### config.mk
export PLATFORM = sky130hd
export DESIGN_NAME = instr_fill_loader
export DESIGN_NICKNAME = d
export VERILOG_FILES = /design/src/rtl/instr_fill_loader_pkg.sv /design/src/rtl/instr_fill_loader.sv
export SDC_FILE = /design/constraint.sdc
export NUM_CORES = 1
export LEC_CHECK = 0
export BUFFER_PORTS_ARGS = -buffer_cell sky130_fd_sc_hd__buf_2
export CAP_MARGIN = 15
export CORE_AREA = 4 4 155 172
export CTS_BUF_LIST = sky130_fd_sc_hd__clkbuf_8
export CTS_CLUSTER_DIAMETER = 60
export DETAILED_ROUTE_END_ITERATION = 10
export DIE_AREA = 0 0 159 176
export PLACE_DENSITY = 0.39
export SYNTH_ARGS = -nofsm -noshare
export SYNTH_HDL_FRONTEND = slang
export SYNTH_SLANG_ARGS = --single-unit
### constraint.sdc
create_clock -name clk -period 5.11 [get_ports clk]
set_input_delay 0.2555 -clock clk [delete_from_list [all_inputs] [get_ports clk]]
set_output_delay 0.2555 -clock clk [all_outputs]
set_load 0.005 [all_outputs]
### src/rtl/instr_fill_loader_pkg.sv
// Shared definitions for the instruction RAM fill loader.
package instr_fill_loader_pkg;

   localparam int DEPTH          = 64;
   localparam int ADDR_W         = 6;
   localparam int BYTES_PER_WORD = 4;

   typedef enum logic [1:0] {
      S_IDLE    = 2'd0,
      S_COLLECT = 2'd1,
      S_WRITE   = 2'd2,
      S_DONE    = 2'd3
   } ld_state_e;

endpackage

### src/rtl/instr_fill_loader.sv
// Instruction RAM fill master: packs a byte stream big-endian into 32-bit
// words and writes them to consecutive word indices of a RAM that has no
// write enable. The core is held in reset until the image is loaded.
//
// state   | meaning
// --------+------------------------------------------------------------
// IDLE    | after reset; core held in reset, RAM[0] rewritten with 0
// COLLECT | accepting bytes into the pack register
// WRITE   | one cycle; RAM captures the registered addr/data pair
// DONE    | load finished (or N=0); core released, last pair held
module instr_fill_loader
   import instr_fill_loader_pkg::*;
(
   input  logic        clk,
   input  logic        reset,
   input  logic        Start_LD0,
   input  logic [6:0]  NumWords_LD0,
   input  logic        ByteVld_LD0,
   input  logic [7:0]  ByteData_LD0,
   output logic        ByteRdy_LD0,
   output logic [31:0] IntrAddr_FL0,
   output logic [31:0] IntrFill_FL0,
   output logic        CoreReset_LD0,
   output logic        Busy_LD0,
   output logic        Done_LD0,
   output logic [31:0] Sum_LD0
);

   localparam logic [6:0] DEPTH_W = 7'(DEPTH);
   localparam logic [1:0] LAST_BYTE = 2'(BYTES_PER_WORD - 1);

   ld_state_e   state_q;
   logic [1:0]  byte_cnt_q;
   logic [6:0]  word_cnt_q;
   logic [6:0]  num_q;
   logic [23:0] pack_q;
   logic [31:0] addr_q;
   logic [31:0] fill_q;
   logic [31:0] sum_q;
   logic        rdy_q;
   logic        core_rst_q;
   logic        busy_q;
   logic        done_q;

   logic [6:0]  num_sat_d;
   logic        xfer;

   // Word count request clamps to RAM depth so the index never overruns.
   always_comb begin
      num_sat_d = (NumWords_LD0 > DEPTH_W) ? DEPTH_W : NumWords_LD0;
      xfer      = ByteVld_LD0 && rdy_q;
   end

   // Load sequencer; every output is registered so the RAM never sees a
   // mixed old-address/new-data pair.
   always_ff @(posedge clk) begin
      if (reset) begin
         state_q    <= S_IDLE;
         byte_cnt_q <= '0;
         word_cnt_q <= '0;
         num_q      <= '0;
         pack_q     <= '0;
         addr_q     <= '0;
         fill_q     <= '0;
         sum_q      <= '0;
         rdy_q      <= 1'b0;
         core_rst_q <= 1'b1;
         busy_q     <= 1'b0;
         done_q     <= 1'b0;
      end else begin
         done_q <= 1'b0;
         case (state_q)
            S_IDLE, S_DONE: begin
               if (Start_LD0) begin
                  if (num_sat_d == '0) begin
                     state_q    <= S_DONE;
                     done_q     <= 1'b1;
                     core_rst_q <= 1'b0;
                  end else begin
                     state_q    <= S_COLLECT;
                     num_q      <= num_sat_d;
                     sum_q      <= '0;
                     byte_cnt_q <= '0;
                     word_cnt_q <= '0;
                     core_rst_q <= 1'b1;
                     rdy_q      <= 1'b1;
                     busy_q     <= 1'b1;
                  end
               end
            end
            S_COLLECT: begin
               if (xfer) begin
                  pack_q     <= {pack_q[15:0], ByteData_LD0};
                  byte_cnt_q <= byte_cnt_q + 2'd1;
                  if (byte_cnt_q == LAST_BYTE) begin
                     fill_q  <= {pack_q, ByteData_LD0};
                     addr_q  <= {{(32 - ADDR_W){1'b0}}, word_cnt_q[ADDR_W-1:0]};
                     rdy_q   <= 1'b0;
                     state_q <= S_WRITE;
                  end
               end
            end
            S_WRITE: begin
               sum_q      <= sum_q + fill_q;
               word_cnt_q <= word_cnt_q + 7'd1;
               if (word_cnt_q + 7'd1 == num_q) begin
                  state_q    <= S_DONE;
                  done_q     <= 1'b1;
                  busy_q     <= 1'b0;
                  core_rst_q <= 1'b0;
               end else begin
                  state_q <= S_COLLECT;
                  rdy_q   <= 1'b1;
               end
            end
            default: state_q <= S_IDLE;
         endcase
      end
   end

   assign ByteRdy_LD0   = rdy_q;
   assign IntrAddr_FL0  = addr_q;
   assign IntrFill_FL0  = fill_q;
   assign CoreReset_LD0 = core_rst_q;
   assign Busy_LD0      = busy_q;
   assign Done_LD0      = done_q;
   assign Sum_LD0       = sum_q;

endmodule

==> reports/qor.log, run 1 <==
INFO  outcome        status=complete, no violations
INFO  setup_path     worst_path_max_delay_cell=sky130_fd_sc_hd__fa_1
INFO  setup_path     worstSetupStartpointType=flip-flop
INFO  grt            grtUsageTotal=13.5%
INFO  final_layout   final-instance-count-excl-fill=1,188
INFO  setup_path     cp.arrival=3.03ns
INFO  final_layout   layout_nets=918
INFO  final_layout   post_route_cells_drive_above_1_share=16.4%
INFO  grt            pin_count_of_the_biggest_net_entering_global_routing=74
INFO  yosys          synth_top_cell_by_area=sky130_fd_sc_hd__dfxtp_1
INFO  yosys          synthesis.area=0.00616sqmm
INFO  pwr            power.leakage=3.11nW
INFO  detailed_routing drtPass1Iterations=4
INFO  yosys          synthesis.area_per_instance=7.84squm
INFO  sta            relSlewSlack=46.2%
INFO  setup_path     critical_path.endpoint_type=flip-flop
INFO  floorplan      ioPinCount=119
INFO  yosys          synthesis.instances=786
INFO  clock_network  max-clock-path-buffers=2
INFO  yosys          yosysSeqAreaShare=37.7%
INFO  grt            grt_first_pass_wirelength=30.0mm
INFO  setup_path     critical_path.top_delay_family=compound AO/OA/AOI/OAI gates
INFO  floorplan      num_rows=61
INFO  sta            final_hold_viol_count=0
INFO  clock_network  tritoncts=done
INFO  floorplan      die_area=0.0280sqmm
INFO  sta            rsz0062_at_grt=no
INFO  sta            post-route-period-util=53.3%
INFO  sta            fin_tns_setup=0ns
INFO  setup_path     cpPeakStageDelay=0.37ns
INFO  final_layout   post-route-util=29.1%
INFO  clock_network  htree_num_levels=4
INFO  setup_path     regToRegSetupSlack=2.39ns
INFO  clock_network  cts_hold_buffers=0
INFO  yosys          synth_largest_type_area_fraction=37.7%
INFO  sta            timing.fmax=0.367GHz
INFO  detailed_routing via_count=5,448
INFO  yosys          flip_flop_and_latch_count_after_synthesis=116
INFO  clock_network  clock_sinks=116
INFO  yosys          netlist_top_cells_area=sky130_fd_sc_hd__dfxtp_1, sky130_fd_sc_hd__nand2_1, sky130_fd_sc_hd__a21oi_1, sky130_fd_sc_hd__ha_1, sky130_fd_sc_hd__buf_4
INFO  job            cap_viol_max_count=0
INFO  clock_network  post_cts_resize_count=0
INFO  setup_path     crit_top_cell=sky130_fd_sc_hd__o21ai_0
INFO  placement      buffer_ports.inserted=92
INFO  detailed_routing route.detailed.drc=0
INFO  final_layout   diodes=0
INFO  detailed_routing antenna_violating_nets_post_route=0
INFO  yosys          synth_enable_flop_cells=0
INFO  yosys          synthTopCellsByCount=sky130_fd_sc_hd__nand2_1, sky130_fd_sc_hd__dfxtp_1, sky130_fd_sc_hd__a21oi_1
INFO  floorplan      floorplan.core_area=0.0250sqmm
INFO  grt            globalRoute.totalOverflow=0
INFO  detailed_routing drt_iter0_markers=290
INFO  detailed_routing average_wire_length_per_cell_after_detail_routing=16.0um
INFO  placement      gp_congestion=0.791
INFO  clock_network  worstSkewPairLatency=0.45ns
INFO  placement      dpl.cell_count=1,158
INFO  detailed_routing detail_route.vias_per_cell=4.59
INFO  sta            finClkSkew=0.0167ns
INFO  sta            final-max-slew-violation-count=0
INFO  detailed_routing postRouteWirelength=19.0mm
INFO  floorplan      floorplan.initialDensity=24.7%
INFO  yosys          yosys_warnings=0
INFO  sta            tightest_pin_transition=0.807ns
INFO  hold_path      hold_class=primary input to flip-flop
INFO  clock_network  master_cell_of_the_clock_root_buffer=sky130_fd_sc_hd__clkbuf_8
INFO  sta            finalSetupViolations=0
INFO  grt            grt_pass1_vias=5,365
INFO  floorplan      die_width=159um
INFO  clock_network  clkTransAtPathRegs=0.08ns
INFO  grt            antenna_found_initial=0
INFO  pwr            power_density=318mW/mm^2
INFO  yosys          async_reset_ff_share=0%
INFO  floorplan      die_h=176um
INFO  final_layout   syn2layout_area_growth=17.8%
INFO  yosys          synthDistinctLibCells=58
INFO  clock_network  post_cts_buffers=0
INFO  pwr            max-vdd-ir-drop=0.145mV
INFO  setup_path     required_time_of_the_critical_path=5.41ns
INFO  sta            timing.final.crit_period=2.72ns
INFO  setup_path     path_cells=ha_1, inv_1, fa_1, nand2b_1, a211oi_1, o2111ai_1, o211ai_2, a31oi_1, o21ai_0, a21oi_1, xor2_1, o21ai_0
INFO  setup_path     worstSetupPathType=flip-flop to flip-flop
INFO  placement      place.detailed.hpwl=13.8mm
INFO  setup_path     timing.critical_path.fanout_max=6
INFO  yosys          yosysMostFrequentCell=sky130_fd_sc_hd__nand2_1
INFO  yosys          ys.flop_type=sky130_fd_sc_hd__dfxtp_1
INFO  setup_path     buffering_stage_count_on_the_worst_path_with_inverters_included=1
INFO  clock_network  tritoncts.num_buffers=17
metal layers:
layer | vias up | track usage, % | wire, um
li1 | 2815 | - | -
met1 | 2499 | 17.8 | 9320
met2 | 119 | 20.8 | 8230
met3 | 15 | 4.69 | 1230
met4 | 0 | 4.30 | 233
met5 | - | 0 | 0
layout by cell type, fill, tap and decap left out, types with 2 or more instances in the layout:
cell and n:
sky130_fd_sc_hd__conb_1 26, sky130_fd_sc_hd__ha_1 36, sky130_fd_sc_hd__nand3_1 11, sky130_fd_sc_hd__clkinvlp_4 2
sky130_fd_sc_hd__buf_2 91, sky130_fd_sc_hd__inv_1 13, sky130_fd_sc_hd__o21ai_1 6, sky130_fd_sc_hd__a21o_1 20
sky130_fd_sc_hd__or3_1 2, sky130_fd_sc_hd__o21bai_1 3, sky130_fd_sc_hd__nor3b_1 8, sky130_fd_sc_hd__xor2_1 13
sky130_fd_sc_hd__and3_1 5, sky130_fd_sc_hd__o21a_1 3, sky130_fd_sc_hd__nand4_1 5, sky130_fd_sc_hd__a22oi_1 17
sky130_fd_sc_hd__nor2b_1 4, sky130_fd_sc_hd__and2_1 2, sky130_fd_sc_hd__and3_4 2, sky130_fd_sc_hd__a211oi_1 6
sky130_fd_sc_hd__o2111ai_1 2, sky130_fd_sc_hd__bufinv_16 5, sky130_fd_sc_hd__a32oi_1 2, sky130_fd_sc_hd__a21oi_1 112
sky130_fd_sc_hd__xnor2_1 22, sky130_fd_sc_hd__clkbuf_8 19, sky130_fd_sc_hd__a21boi_0 3, sky130_fd_sc_hd__clkinv_2 3
sky130_fd_sc_hd__o21ai_0 32, sky130_fd_sc_hd__mux2i_1 2, sky130_fd_sc_hd__nand3b_1 3, sky130_fd_sc_hd__nand2_1 177
sky130_fd_sc_hd__dfxtp_1 116, sky130_fd_sc_hd__a31oi_1 6, sky130_fd_sc_hd__nor3_1 7, sky130_fd_sc_hd__nand2b_1 7
sky130_fd_sc_hd__buf_4 9, sky130_fd_sc_hd__nor2_1 49
worst paths after layout:
| path | endpoint | cells past startpoint | startpoint |
|---|---|---|---|
| worst max-delay path | Sum_LD0[28] | 12 | IntrFill_FL0[0] |
| worst min-delay path | pack_q[2] | 3 | ByteData_LD0[2] |
| worst max register to register | Sum_LD0[28] | 12 | IntrFill_FL0[0] |
| worst min register to register | IntrAddr_FL0[3] | 2 | IntrAddr_FL0[3] |
power by group:
group          total [mW]  internal (mW)  switching [mW]
clock               0.981          0.597           0.384
sequential          0.962          0.936          0.0259
combinational       0.365          0.109           0.256
worst reg2reg max path: stages (launching register included):
cell                        delay (ns)
sky130_fd_sc_hd__dfxtp_1          0.35
sky130_fd_sc_hd__ha_1             0.18
sky130_fd_sc_hd__inv_1            0.06
sky130_fd_sc_hd__fa_1             0.37
sky130_fd_sc_hd__nand2b_1         0.21
sky130_fd_sc_hd__a211oi_1         0.30
sky130_fd_sc_hd__o2111ai_1        0.17
sky130_fd_sc_hd__o211ai_2         0.20
sky130_fd_sc_hd__a31oi_1          0.22
sky130_fd_sc_hd__o21ai_0          0.21
sky130_fd_sc_hd__a21oi_1          0.10
sky130_fd_sc_hd__xor2_1           0.14
sky130_fd_sc_hd__o21ai_0          0.09
kinds of logic (layout without fill, tap and decap cells):
family	count (synthesis)	after routing	synth area share, %
and+or+nand+nor	289	289	20.4
AOI/OAI and AO/OA	226	226	22.3
DFF	116	116	37.7
buffers and inverters	80	142	6.56
adders and majority gates	37	37	7.63
xor gates and xnor gates	35	35	4.97
muxes	2	2	0.325
other	1	26	0.0609
registers in the layout (all words and copies together), names as in the netlist, 2 cells and up:
name,cells
IntrAddr_FL0,6
IntrFill_FL0,32
Sum_LD0,32
byte_cnt_q,2
num_q,7
pack_q,24
state_q,2
word_cnt_q,7
metrics by stage:
step | hold WS [ns] | worst slack, ns | cell area (sq um) | power [mW]
3_5_place_dp | 0.447 | 2.42 | 6810 | 1.35
5_1_grt | 0.0399 | 2.15 | 7260 | 2.43
6_report | 0.0671 | 2.39 | 7260 | 2.31
2_1_floorplan | 0.391 | 2.72 | 6260 | 1.25
4_1_cts | 0.0245 | 2.39 | 7260 | 2.35
3_3_place_gp | 0.446 | 2.45 | 6810 | 1.36
area by class of cell:
type	count	area (sq um)
clock buffers	19	262
repair buffers	100	523
inverters	12	45.0
well taps	315	394
flip-flops and latches	116	2320
clock inverters	11	184
multi-input cells	615	3530
fillers	2768	17700
No activity file was read; power rests on OpenSTA's default activity.
==> run 2: changes to the inputs <==
==> constraint.sdc (replaced) <==
create_clock -name clk -period 2.85 [get_ports clk]
set_input_delay 0.1425 -clock clk [delete_from_list [all_inputs] [get_ports clk]]
set_output_delay 0.1425 -clock clk [all_outputs]
set_load 0.005 [all_outputs]
==> reports/qor.log, run 2 (synthesized netlist as in run 1, its figures left out) <==
INFO  outcome        status=complete, no violations
INFO  setup_path     worstSetupStartpointType=flip-flop
INFO  placement      place.detailed.hpwl=14.3mm [+3.5%]
INFO  hold_path      hold_class=primary input to flip-flop
INFO  floorplan      die_width=159um [unchanged]
INFO  pwr            power.leakage=3.21nW [+3.1%]
INFO  sta            final_hold_viol_count=0 [unchanged]
INFO  job            cap_viol_max_count=0 [unchanged]
INFO  sta            tightest_pin_transition=0.771ns [-0.0353 ns]
INFO  grt            globalRoute.totalOverflow=0 [unchanged]
INFO  sta            rsz0062_at_grt=no
INFO  final_layout   syn2layout_area_growth=20.4%
INFO  final_layout   post-route-util=29.7% [+0.64 points]
INFO  setup_path     cpPeakStageDelay=0.39ns [+0.02 ns]
INFO  detailed_routing drt_iter0_markers=307 [+5.9%]
INFO  sta            relSlewSlack=48.5% [+2.2 points]
INFO  final_layout   mostFrequentLayoutCells=sky130_fd_sc_hd__nand2_1, sky130_fd_sc_hd__dfxtp_1, sky130_fd_sc_hd__a21oi_1
INFO  clock_network  tritoncts=done
INFO  detailed_routing average_wire_length_per_cell_after_detail_routing=16.0um [about the same]
INFO  sta            final-max-slew-violation-count=0 [unchanged]
INFO  clock_network  max-clock-path-buffers=2 [unchanged]
INFO  floorplan      floorplan.core_area=0.0250sqmm [unchanged]
INFO  setup_path     critical_path.endpoint_type=flip-flop
INFO  sta            finClkSkew=0.0163ns [-0.000437 ns]
INFO  grt            antenna_found_initial=0 [unchanged]
INFO  clock_network  htree_num_levels=4 [unchanged]
INFO  final_layout   layout_nets=938 [+2.2%]
INFO  detailed_routing via_count=5,553 [+1.9%]
INFO  grt            grtUsageTotal=14.0% [+0.46 points]
INFO  detailed_routing postRouteWirelength=19.4mm [+1.8%]
INFO  final_layout   post_route_cells_drive_above_1_share=17.8% [+1.4 points]
INFO  sta            post-route-period-util=90.9% [+38 points]
INFO  grt            pin_count_of_the_biggest_net_entering_global_routing=66 [-11%]
INFO  floorplan      num_rows=61 [unchanged]
INFO  clock_network  clkTransAtPathRegs=0.08ns [about the same]
INFO  pwr            max-vdd-ir-drop=0.218mV [+50%]
INFO  clock_network  master_cell_of_the_clock_root_buffer=sky130_fd_sc_hd__clkbuf_8
INFO  setup_path     required_time_of_the_critical_path=3.21ns [-2.20 ns]
INFO  detailed_routing route.detailed.drc=0 [unchanged]
INFO  setup_path     worst_path_max_delay_cell=sky130_fd_sc_hd__ha_1
INFO  floorplan      die_h=176um [unchanged]
INFO  grt            grt_pass1_vias=5,468 [+1.9%]
INFO  setup_path     cp.arrival=2.95ns [-0.08 ns]
INFO  grt            grt_first_pass_wirelength=31.2mm [+3.8%]
INFO  floorplan      die_area=0.0280sqmm [unchanged]
INFO  final_layout   diodes=0 [unchanged]
INFO  setup_path     path_cells=ha_1, and3_4, and4_1, o21ai_2, a21o_1, a211oi_1, o21ai_1, a31oi_1, nor3_1, o31ai_2
INFO  final_layout   final_common_cell=sky130_fd_sc_hd__nand2_1
INFO  sta            fin_worst_hold_slack=0.0714ns [+0.00427 ns]
INFO  floorplan      ioPinCount=119 [unchanged]
INFO  sta            finalSetupViolations=0 [unchanged]
INFO  detailed_routing detail_route.vias_per_cell=4.59 [about the same]
INFO  clock_network  tritoncts.num_buffers=17 [unchanged]
INFO  sta            timing.fmax=0.386GHz [+5.1%]
INFO  final_layout   fill_cells=2,761 [-0.25%]
INFO  detailed_routing antenna_violating_nets_post_route=0 [unchanged]
INFO  clock_network  clock_sinks=116 [unchanged]
INFO  floorplan      floorplan.initialDensity=24.7% [unchanged]
INFO  setup_path     timing.critical_path.fanout_max=5 [-1]
INFO  detailed_routing drtPass1Iterations=4 [unchanged]
INFO  pwr            power_density=538mW/mm^2 [+69%]
INFO  clock_network  worstSkewPairLatency=0.44ns [about the same]
INFO  placement      buffer_ports.inserted=92 [unchanged]
INFO  placement      gp_congestion=0.819 [+3.6%]
INFO  sta            timing.final.crit_period=2.59ns [-0.131 ns]
INFO  sta            fin_tns_setup=0ns [unchanged]
INFO  setup_path     worstSetupPathType=flip-flop to flip-flop
==> run 2: cell count changes in the layout (fill, tap and decap cells not counted), moves of 2 or more <==
cell	previous run	this run
sky130_fd_sc_hd__inv_1	13	15
sky130_fd_sc_hd__buf_4	9	20
sky130_fd_sc_hd__bufinv_16	5	3
sky130_fd_sc_hd__a211oi_1	6	4
sky130_fd_sc_hd__a211oi_2	0	2
sky130_fd_sc_hd__dlygate4sd3_1	0	8
sky130_fd_sc_hd__clkinv_2	3	5
==> run 2: power breakdown <==
| part | internal [mW] | total (mW) | leakage (nW) | switching (mW) |
|---|---|---|---|---|
| logic | 0.218 | 0.687 | 2.06 | 0.469 |
| clock network | 0.893 | 1.58 | 0.215 | 0.687 |
| registers | 1.68 | 1.72 | 0.936 | 0.0441 |
| total | 2.79 | 3.99 | 3.21 | 1.20 |
==> run 2: per-stage QoR <==
stage / power [mW] / instance area, sq um / cells / worst slack (ns)
2_1_floorplan: 2.24 / 6260 / 811 / 0.461
3_3_place_gp: 2.45 / 6910 / 1169 / 0.185
3_5_place_dp: 2.44 / 6910 / 1169 / 0.150
4_1_cts: 4.07 / 7390 / 1209 / 0.112
5_1_grt: 4.22 / 7420 / 1210 / 0.00475
6_report: 3.99 / 7420 / 1210 / 0.259
==> run 2: final cells by class <==
class	count	area, sq um	area share, %
timing repair buffer	120	706	9.51
clock buffer	19	262	3.53
clock inverter	13	141	1.91
inverter	12	45.0	0.607
sequential	116	2320	31.3
multi-input combinational	615	3550	47.8
tap	315	394	5.31
==> run 2: final timing paths <==
kind              slack [ns]             from                to  depth (start not counted)
setup / recovery        0.26  IntrFill_FL0[9]       Sum_LD0[29]                         10
setup reg to reg        0.26  IntrFill_FL0[9]       Sum_LD0[29]                         10
hold reg to reg         0.44       pack_q[22]  IntrFill_FL0[30]                          2
hold / removal          0.07  NumWords_LD0[6]          num_q[6]                          3
==> run 2: worst max-delay path: cells and delay by family (launching register included) <==
kind	cells	cell delay (ns)
AO/OA/AOI/OAI	6	1.26
flip-flops	1	0.33
AND/OR/NAND/NOR	3	0.54
adder cells (fa/ha/maj)	1	0.39
==> run 2: metal layers <==
| metal | GRT usage [%] | wire [um] |
|---|---|---|
| met3 | 4.53 | 1150 |
| met5 | 0 | 0 |
| met4 | 3.87 | 248 |
| met2 | 21.4 | 8420 |
| met1 | 18.9 | 9540 |
==> run 2: timing repair <==
action	4_1_cts	5_1_grt
endpoints found under the setup margin	0	5
buffers inserted	0	1
endpoints found under the hold margin	14	0
hold buffers	8	0
gates resized for setup	0	5
==> run 3: changes to the inputs <==
--- a/config.mk
+++ b/config.mk
@@ -5,14 +5,16 @@
 export SDC_FILE = /design/constraint.sdc
 export NUM_CORES = 1
 export LEC_CHECK = 0
+export ABC_AREA = 1
 export BUFFER_PORTS_ARGS = -buffer_cell sky130_fd_sc_hd__buf_2
 export CAP_MARGIN = 15
-export CORE_AREA = 4 4 155 172
+export CORE_AREA = 4 4 166 184
 export CTS_BUF_LIST = sky130_fd_sc_hd__clkbuf_8
-export CTS_CLUSTER_DIAMETER = 60
+export CTS_CLUSTER_DIAMETER = 200
 export DETAILED_ROUTE_END_ITERATION = 10
-export DIE_AREA = 0 0 159 176
-export PLACE_DENSITY = 0.39
+export DIE_AREA = 0 0 170 188
+export HOLD_SLACK_MARGIN = 0.15
+export PLACE_DENSITY = 0.38
 export SYNTH_ARGS = -nofsm -noshare
 export SYNTH_HDL_FRONTEND = slang
 export SYNTH_SLANG_ARGS = --single-unit
==> reports/qor.log, run 3 <==
INFO  setup_path     critical_path.endpoint_type=flip-flop
INFO  clock_network  clock_sinks=116 [unchanged]
INFO  clock_network  tritoncts=done
INFO  clock_network  max-clock-path-buffers=2 [unchanged]
INFO  sta            relSlewSlack=25.2% [-23 points]
INFO  pwr            max-vdd-ir-drop=0.397mV [+82%]
INFO  floorplan      die_area=0.0320sqmm [+14%]
INFO  yosys          ys.flop_type=sky130_fd_sc_hd__dfxtp_1
INFO  detailed_routing drtPass1Iterations=4 [unchanged]
INFO  setup_path     worst_path_max_delay_cell=sky130_fd_sc_hd__dlygate4sd3_1
INFO  sta            timing.fmax=0.391GHz [+1.4%]
INFO  yosys          synthDistinctLibCells=39 [-33%]
INFO  floorplan      die_width=170um [+6.9%]
INFO  final_layout   final-instance-count-excl-fill=1,618 [+34%]
INFO  yosys          yosysSeqAreaShare=32.8% [-4.8 points]
INFO  setup_path     path_cells=inv_1, ha_1, inv_1, nor2_2, nand4_1, dlygate4sd3_1, a21oi_1, dlygate4sd3_1
INFO  floorplan      num_rows=65 [+6.6%]
INFO  setup_path     worst_setup_path_startpoint=state_q[0]
INFO  detailed_routing antenna_violating_nets_post_route=0 [unchanged]
INFO  yosys          synth_enable_flop_cells=0 [unchanged]
INFO  final_layout   syn2layout_area_growth=20.3%
INFO  setup_path     critical_path.reg2reg.endpoint=num_q[0]
INFO  outcome        status=complete, no violations
INFO  placement      dp_slack=0.452ns [+0.302 ns]
INFO  sta            final-max-slew-violation-count=0 [unchanged]
INFO  final_layout   final_common_cell=sky130_fd_sc_hd__nand2_1
INFO  sta            post-route-period-util=89.6% [-1.3 points]
INFO  final_layout   diodes=0 [unchanged]
INFO  placement      placedInstanceArea=0.00783sqmm [+13%]
INFO  sta            final_hold_viol_count=0 [unchanged]
INFO  clock_network  master_cell_of_the_clock_root_buffer=sky130_fd_sc_hd__clkbuf_8
INFO  final_layout   post_route_design_area=0.00850sqmm [+15%]
INFO  yosys          netlist_top_cells_area=sky130_fd_sc_hd__dfxtp_1, sky130_fd_sc_hd__nand2_1, sky130_fd_sc_hd__a21oi_1, sky130_fd_sc_hd__inv_1, sky130_fd_sc_hd__ha_1
INFO  setup_path     required_time_of_the_critical_path=3.25ns [+0.04 ns]
INFO  clock_network  clkTransAtPathRegs=0.08ns [about the same]
INFO  floorplan      ioPinCount=119 [unchanged]
INFO  grt            antenna_found_initial=0 [unchanged]
INFO  grt            globalRoute.totalOverflow=0 [unchanged]
INFO  setup_path     cpPeakStageDelay=0.56ns [+0.17 ns]
INFO  setup_path     regToRegSetupSlack=0.30ns [+0.04 ns]
INFO  yosys          yosys_warnings=0 [unchanged]
INFO  setup_path     reg2reg_from=state_q[0]
INFO  grt            grt_pass1_vias=6,961 [+27%]
INFO  sta            setup_ws=0.295ns [+0.0360 ns]
INFO  detailed_routing route.detailed.drc=0 [unchanged]
INFO  yosys          synthesis.instances=1,126 [+43%]
INFO  detailed_routing detail_route.vias_per_cell=4.35 [-5.3%]
INFO  yosys          synthesis.area_per_instance=6.28squm [-20%]
INFO  setup_path     worstSetupStartpointType=flip-flop
INFO  yosys          synthTopCellsByCount=sky130_fd_sc_hd__nand2_1, sky130_fd_sc_hd__inv_1, sky130_fd_sc_hd__a21oi_1
INFO  sta            finalSetupViolations=0 [unchanged]
INFO  placement      place.detailed.hpwl=18.9mm [+32%]
INFO  clock_network  htree_num_levels=4 [unchanged]
INFO  grt            grt_first_pass_wirelength=38.8mm [+24%]
INFO  sta            rsz0062_at_grt=no
INFO  final_layout   mostFrequentLayoutCells=sky130_fd_sc_hd__nand2_1, sky130_fd_sc_hd__inv_1, sky130_fd_sc_hd__a21oi_1
INFO  final_layout   post_route_cells_drive_above_1_share=12.0% [-5.8 points]
INFO  setup_path     worstSetupPathType=flip-flop to flip-flop
INFO  clock_network  post_cts_buffers=0 [unchanged]
INFO  setup_path     cp.arrival=2.96ns [about the same]
INFO  pwr            power_density=544mW/mm^2 [+1.1%]
INFO  setup_path     worst-r2r-cell-count=8 [-2]
INFO  detailed_routing postRouteWirelength=24.9mm [+29%]
INFO  sta            tightest_pin_transition=1.12ns [+0.351 ns]
INFO  clock_network  tritoncts.num_buffers=17 [unchanged]
INFO  floorplan      die_h=188um [+6.8%]
INFO  grt            pin_count_of_the_biggest_net_entering_global_routing=93 [+41%]
INFO  yosys          synthesis.area=0.00707sqmm [+15%]
INFO  detailed_routing drt_iter0_markers=353 [+15%]
INFO  final_layout   layout_nets=1,293 [+38%]
INFO  hold_path      hold_class=primary input to flip-flop
INFO  placement      buffer_ports.inserted=92 [unchanged]
INFO  setup_path     critical_path.endpoint=num_q[0]
INFO  detailed_routing via_count=7,033 [+27%]
INFO  clock_network  worstSkewPairLatency=0.46ns [+0.02 ns]
INFO  sta            fin_tns_setup=0ns [unchanged]
INFO  pwr            fin_total_pwr=4.62mW [+16%]
INFO  yosys          async_reset_ff_share=0% [unchanged]
INFO  final_layout   post-route-util=29.8% [+0.068 points]
INFO  placement      dpl.cell_count=1,564 [+34%]
INFO  sta            fin_worst_hold_slack=0.168ns [+0.0971 ns]
INFO  floorplan      floorplan.core_area=0.0285sqmm [+14%]
INFO  placement      gp_congestion=0.839 [+2.4%]
INFO  yosys          flip_flop_and_latch_count_after_synthesis=116 [unchanged]
INFO  job            cap_viol_max_count=0 [unchanged]
INFO  sta            timing.final.crit_period=2.55ns [-0.0360 ns]
INFO  setup_path     timing.critical_path.fanout_max=5 [unchanged]
INFO  pwr            power.leakage=4.18nW [+30%]
INFO  yosys          synth_top_cell_by_area=sky130_fd_sc_hd__dfxtp_1
INFO  grt            grtUsageTotal=15.7% [+1.7 points]
INFO  yosys          yosysMostFrequentCell=sky130_fd_sc_hd__nand2_1
INFO  floorplan      floorplan.initialDensity=24.8% [+0.083 points]
INFO  sta            finClkSkew=0.0203ns [+0.00402 ns]
INFO  yosys          synth_largest_type_area_fraction=32.8% [-4.8 points]
INFO  detailed_routing average_wire_length_per_cell_after_detail_routing=15.4um [-3.7%]
run 3: worst max-delay path: cells and delay by family, from the launching register on:
kind | cells | cell delay [ns]
buffers and inverters | 4 | 1.30
adders and majority gates | 1 | 0.41
DFF | 1 | 0.38
and+or+nand+nor | 2 | 0.30
AOI/OAI and AO/OA | 1 | 0.12
run 3: area by class of cell:
| type | count | area (sq um) |
|---|---|---|
| clock inverter | 14 | 209 |
| sequential | 116 | 2320 |
| tap | 368 | 460 |
| timing repair buffer | 122 | 756 |
| multi-input combinational | 825 | 3930 |
| clock buffer | 18 | 248 |
| fill | 3288 | 20000 |
| inverter | 155 | 582 |
run 3: how the worst min path moves through the flow:
| stage | from | endpoint | slack [ns] | cells after the start |
|---|---|---|---|---|
| floorplan | Start_LD0 | Done_LD0 | 0.29 | 2 |
| global placement | NumWords_LD0[5] | num_q[5] | 0.39 | 3 |
| detailed placement | NumWords_LD0[5] | num_q[5] | 0.40 | 3 |
| CTS | NumWords_LD0[2] | num_q[2] | 0.15 | 4 |
| global route | NumWords_LD0[2] | num_q[2] | 0.20 | 4 |
| finish | NumWords_LD0[2] | num_q[2] | 0.17 | 4 |
run 3: where the power goes:
group	internal (mW)	leakage (nW)	switching, mW
combinational	0.327	3.02	0.678
clock	1.06	0.232	0.789
sequential	1.70	0.937	0.0645
total	3.09	4.18	1.53
run 3: cells by family (layout without fill, tap and decap cells):
group	Yosys count	after routing	share of synthesized area, %
AND/OR/NAND/NOR	589	589	34.1
adder cells (fa/ha/maj)	37	37	6.65
other	1	26	0.0530
flip-flops	116	116	32.8
AO/OA/AOI/OAI	164	164	12.2
buffers and inverters	210	309	13.0
XOR/XNOR	9	9	1.11
run 3: layer usage:
| layer | part of all wire [%] | track usage [%] |
|---|---|---|
| met4 | 1.8 | 4.24 |
| met5 | 0 | 0 |
| met2 | 50 | 27.7 |
| met1 | 45 | 19.6 |
| met3 | 4.0 | 2.78 |
run 3: timing repair:
item,CTS,global route
gates resized for setup,0,0
hold buffers,22,0
hold endpoints to repair,24,0
